File: src/rtl/sa_autosa_ssa_hs_src.sv
// Source-side four-phase req/ack handshake controller with a one-deep pending slot.
// It holds req_lvl and data_o stable until the synchronized acknowledge completes the handshake.
module sa_autosa_ssa_hs_src #(
  parameter int DW = 32
) (
  input  logic          i_clk,
  input  logic          i_rstn,
  input  logic          req_pulse,
  input  logic [DW-1:0] req_data,
  input  logic          ack_sync,
  input  logic          ovf_clr,
  output logic          req_lvl,
  output logic [DW-1:0] data_o,
  output logic          busy,
  output logic          done_pulse,
  output logic          ovf,
  output logic          proto_err
);

  typedef enum logic [1:0] {IDLE, REQ, REL} state_t;

  state_t        state, state_n;
  logic          pend_v, pend_v_n;
  logic [DW-1:0] pend_d, pend_d_n;
  logic [DW-1:0] data_n;
  logic          handshake_end;
  logic          launch_pend, launch_new;
  logic          store, drop;
  logic          ovf_n, proto_err_n;

  // NOTE: every signal is given a default before the case so no path leaves it unassigned and no latch is inferred.
  always_comb begin
    state_n       = state;
    pend_v_n      = pend_v;
    pend_d_n      = pend_d;
    data_n        = data_o;
    launch_pend   = 1'b0;
    launch_new    = 1'b0;
    handshake_end = (state == REL) && !ack_sync;

    case (state)
      IDLE: if (req_pulse) begin
        launch_new = 1'b1;
        state_n    = REQ;
      end
      REQ: if (ack_sync) state_n = REL;
      REL: if (!ack_sync) begin
        if (pend_v) begin
          launch_pend = 1'b1;
          state_n     = REQ;
        end else if (req_pulse) begin
          launch_new = 1'b1;
          state_n    = REQ;
        end else begin
          state_n = IDLE;
        end
      end
      default: state_n = IDLE;
    endcase

    if (launch_pend) begin
      data_n   = pend_d;
      pend_v_n = 1'b0;
    end
    if (launch_new) data_n = req_data;

    // A request not consumed directly goes to the slot if it is empty or being freed this cycle.
    store = req_pulse && !launch_new && (!pend_v || launch_pend);
    drop  = req_pulse && !launch_new && pend_v && !launch_pend;
    if (store) begin
      pend_v_n = 1'b1;
      pend_d_n = req_data;
    end

    // Set beats clear for the sticky flags.
    ovf_n       = drop || (ovf && !ovf_clr);
    proto_err_n = ((state == IDLE) && ack_sync) || (proto_err && !ovf_clr);
  end

  // NOTE: state registers use non-blocking assignments so all flops update together from pre-edge values.
  // NOTE: pend_d and data_o are reset too, so nothing stale is visible on data_o after a reset.
  always_ff @(posedge i_clk or negedge i_rstn) begin
    if (!i_rstn) begin
      state      <= IDLE;
      pend_v     <= 1'b0;
      pend_d     <= '0;
      data_o     <= '0;
      req_lvl    <= 1'b0;
      busy       <= 1'b0;
      done_pulse <= 1'b0;
      ovf        <= 1'b0;
      proto_err  <= 1'b0;
    end else begin
      state      <= state_n;
      pend_v     <= pend_v_n;
      pend_d     <= pend_d_n;
      data_o     <= data_n;
      req_lvl    <= (state_n == REQ);
      busy       <= (state_n != IDLE) || pend_v_n;
      done_pulse <= handshake_end;
      ovf        <= ovf_n;
      proto_err  <= proto_err_n;
    end
  end

endmodule

File: config.mk
export PLATFORM = sky130hd
export DESIGN_NAME = sa_autosa_ssa_hs_src
export DESIGN_NICKNAME = d
export VERILOG_FILES = /design/src/rtl/sa_autosa_ssa_hs_src.sv
export SDC_FILE = /design/constraint.sdc
export NUM_CORES = 1
export LEC_CHECK = 0
export CORE_MARGIN = 8
export CORE_UTILIZATION = 52
export DETAILED_ROUTE_END_ITERATION = 8
export GPL_TIMING_DRIVEN = 1
export PLACE_DENSITY = 0.95
export SLEW_MARGIN = 20
export SYNTH_ARGS = -nofsm -noshare
export SYNTH_HDL_FRONTEND = slang
export SYNTH_SLANG_ARGS = --single-unit
File: constraint.sdc
create_clock -name i_clk -period 3.6 [get_ports i_clk]
set_input_delay 0.54 -clock i_clk [delete_from_list [all_inputs] [get_ports i_clk]]
set_output_delay 0.54 -clock i_clk [all_outputs]
set_load 0.1 [all_outputs]
After elaboration in Yosys (flattened, before gate mapping):

Index checks and enable logic that the tools add are counted.

* register bits: 72
* input port bits: 37
* output and inout bits: 37
* word-level logic and storage cells: 49

* eq/ne operators: 3
* multiplexer cells: 17
* reductions and logical operators: 20

Operators by type and width (number)
* two-way mux 32 bit: 2
* two-way mux 1 bit: 10
* logical AND 1 bit: 8
* two-way mux 2 bit: 3
* one-hot mux 2 bit (3 select lines): 1
* logical NOT 1 bit: 5
* == test 2 x 1 -> 1 bit, second input constant: 2
* logical OR 1 bit: 4
* nonzero test 2 bit: 2
* == test 2 bit, second input constant: 1
* logical NOT 2 bit: 1
* one-hot mux 1 bit (2 select lines): 1

Longest topological paths before layout:

* depth after elaboration: 9
* gate-level depth with buffers: 4
* depth with buffers taken out: 3

Worst setup path before layout:

OpenSTA, ideal clock, no wires.

* path kind: input -> register
* from: input port ack_sync
* to: register pend_d[0]
* setup time: 0.125 ns
* arrival: 1.460 ns
* slack: 2.015 ns
* stages on the path: 4
* cells stage by stage: and4bb_4 -> a2bb2oi_4 -> buf_6 -> mux2_2

* longest elaborated chain between the ends: 5

RTL lines
* start: declaration: line 10 `input logic ack_sync,`
* two-way mux 1 bit: line 47 `REL: if (!ack_sync) begin`
* one-hot mux 1 bit (2 select lines): line 41 `case (state)`
* logical NOT 1 bit: line 68 `store = req_pulse && !launch_new && (!pend_v || launch_pend);`
* logical AND 1 bit: line 68
* logical AND 1 bit *: line 68
* end signal: assignment: line 96 `pend_d <= pend_d_n;`
* end: declaration: line 24 `logic [DW-1:0] pend_d, pend_d_n;`

Every way passes the cells marked *; elsewhere a longest branch is shown, timed or not.
A chain may end at the register's enable or synchronous reset.

Worst setup path in the final report:

* from: register data_o[17]
* to: output port data_o[17]

RTL lines
* start: declaration: line 13 `output logic [DW-1:0] data_o,`
* start signal: assignment: line 97 `data_o <= data_n;`

No word-level cell between the ends.

==> metrics.cfg <==
[run_status]
status = complete, no violations

[global_routing]
grt_max_degree = 73
antenna_found_initial = 0
track_usage = 0.165
grt_pass1_wl_um = 11000
grt_pass1_vias = 2164
grt_remaining_overflow = 0

[worst_setup_path]
reg2reg_from = state[1]$_DFF_PN0_
path_delay_family = buffers and inverters
worstPathArrival_ns = 1.88
critical_path.startpoint = data_o[17]$_DFFE_PN0P_
cp-end-kind = output port
slowest_delay_ns = 1.15
path_cells = clkdlybuf4s50_1
cp.required_ns = 3.06
critical-path-slowest-cell = clkdlybuf4s50_1
cp_num_buf_inv = 1
crit_type = reg2out
worstSetupStartpointType = flip-flop
worst-path-max-fanout = 2

[placement]
dp_hpwl_um = 4320
gp_congestion = 0.726
numPortBuffers = 73
pre_cts_slack_ns = 0.891

[synth]
syn_nets = 241
synth-simple-area-share = 0.0877
syn_inst = 204
ys_ff_latch = 72
synth_area_sq_um = 2930
synthMuxAreaShare = 0.123
synth_warnings = 0
synth_top_family_by_area = compound AO/OA/AOI/OAI gates
synthXorXnorAreaFrac = 0
synth_fa_ha_area_frac = 0
yosysSeqAreaShare = 0.616
synth_compound_area_frac = 0.144
avgSynthCellArea_sq_um = 14.3
yosysUniqueCellTypes = 23

[clock_tree]
clkLatencyLatePin_ns = 0.34
htreeDepth = 3
clk_pin_slew_ns = 0.08
cts_buffer_depth = 2
cts_sinks = 72
cts_buffers = 9
tritoncts = built
post_cts_buffers = 0
cts_resized = 0
root_buffer = clkbuf_8
cts_hold_buf = 0

[final_layout]
fin_nets = 316
drive_gt1_frac = 0.187
area_growth_pct = 33.3
insertedDiodeCount = 0
final_cell_mix = dfrtp_1 (72), clkdlybuf4s50_1 (72), a221o_1 (32)
reg_top3 = data_o x32, pend_d x32, state x2

[flow_run]
drv_cap = 0

[sta]
clock_skew_ns = 0.00853
period_needed_ns = 2.42
setup_viol = 0
fmax_mhz = 414
setup_tns_ns = 0
grt_setup_unrepaired = no
fin_crit_sh = 0.671
slew_headroom = 0.330
fin_ws_ns = 1.18
worst_slew_pin_slew_ns = 1.00
slew_violations = 0
hold_viol = 0

[detailed_routing]
drt.antenna.violating_nets = 0
viasPerCell = 5.53
routedWlPerCell_um = 17.9
firstDrtPassIters = 4
vias = 1969
drc_errors = 0
drt_first_iter_violations = 98
wl_um = 6380

[floorplanning]
io_pins = 74
die_x_um = 91.0
chipHeight_um = 91.0
coreArea_sq_um = 5470
start_util = 0.535
rows = 27
fp.dieArea_sq_um = 8280

[min_path]
holdCritPathClass = in2async

## cell families after synthesis
group | after synthesis
flip-flops | 72
buffers and inverters | 16
multiplexers | 32
AO/OA/AOI/OAI | 44
AND/OR/NAND/NOR | 40
## stage by stage
step / hold slack (ns) / cell area (sq um) / cells / utilization
after floorplan: 0.244 / 2930 / 204 / -
after CTS: 0.330 / 3900 / 356 / 0.712
after global placement: 0.467 / 3700 / 340 / 0.676
after global routing: 0.379 / 3900 / 356 / 0.712
after detailed placement: 0.480 / 3700 / 340 / 0.676
final: 0.294 / 3900 / 356 / 0.712
## worst paths after layout
kind / end / slack, ns / cells past startpoint
max in group asynchronous: pend_d[23]$_DFFE_PN0P_ / 2.71 / 1
hold / removal: busy$_DFF_PN0_ / 0.29 / 1
hold reg to reg: pend_d[26]$_DFFE_PN0P_ / 0.49 / 1
setup / recovery: data_o[17] / 1.18 / 1
setup reg to reg: data_o[22]$_DFFE_PN0P_ / 1.56 / 4
min in group i_clk: pend_d[26]$_DFFE_PN0P_ / 0.49 / 1
## synth_stat cells
cell | n | share of area
nand2_1 | 1 | 0.0013
o21a_1 | 1 | 0.0026
mux2_1 | 2 | 0.0077
a21oi_1 | 1 | 0.0017
buf_6 | 3 | 0.012
nor2_1 | 2 | 0.0026
a221o_1 | 32 | 0.11
mux2_2 | 30 | 0.12
and2_0 | 2 | 0.0043
o211ai_1 | 1 | 0.0026
o32ai_1 | 2 | 0.0060
a21o_1 | 1 | 0.0026
dfrtp_1 | 72 | 0.62
buf_2 | 3 | 0.0051
a21oi_2 | 1 | 0.0030
clkbuf_1 | 6 | 0.0077
nor3_2 | 1 | 0.0034
and2_1 | 30 | 0.064
and4bb_4 | 1 | 0.0056
nand2b_1 | 3 | 0.0064
o21ai_0 | 4 | 0.0068
a2bb2oi_4 | 1 | 0.0090
inv_1 | 4 | 0.0051
## metal layers
metal / up-vias / part of all wire / track usage
li1: 907 / - / -
met1: 985 / 0.43 / 0.196
met2: 65 / 0.49 / 0.265
met3: 12 / 0.063 / 0.0494
met4: 0 / 0.018 / 0.0846
met5: - / 0 / 0
## cell type report
cell class                 instances  area, sq um
inverter                           4         15.0
multi-input combinational        116         1040
clock buffer                      11          141
sequential                        72         1800
fill                             391         1570
timing repair buffer              76          751
tap                               72         90.1
clock inverter                     5         56.3
Power is left out: the tool's default activity adds up to more than one toggle a clock period on the data nets, which glitch-free logic cannot reach.
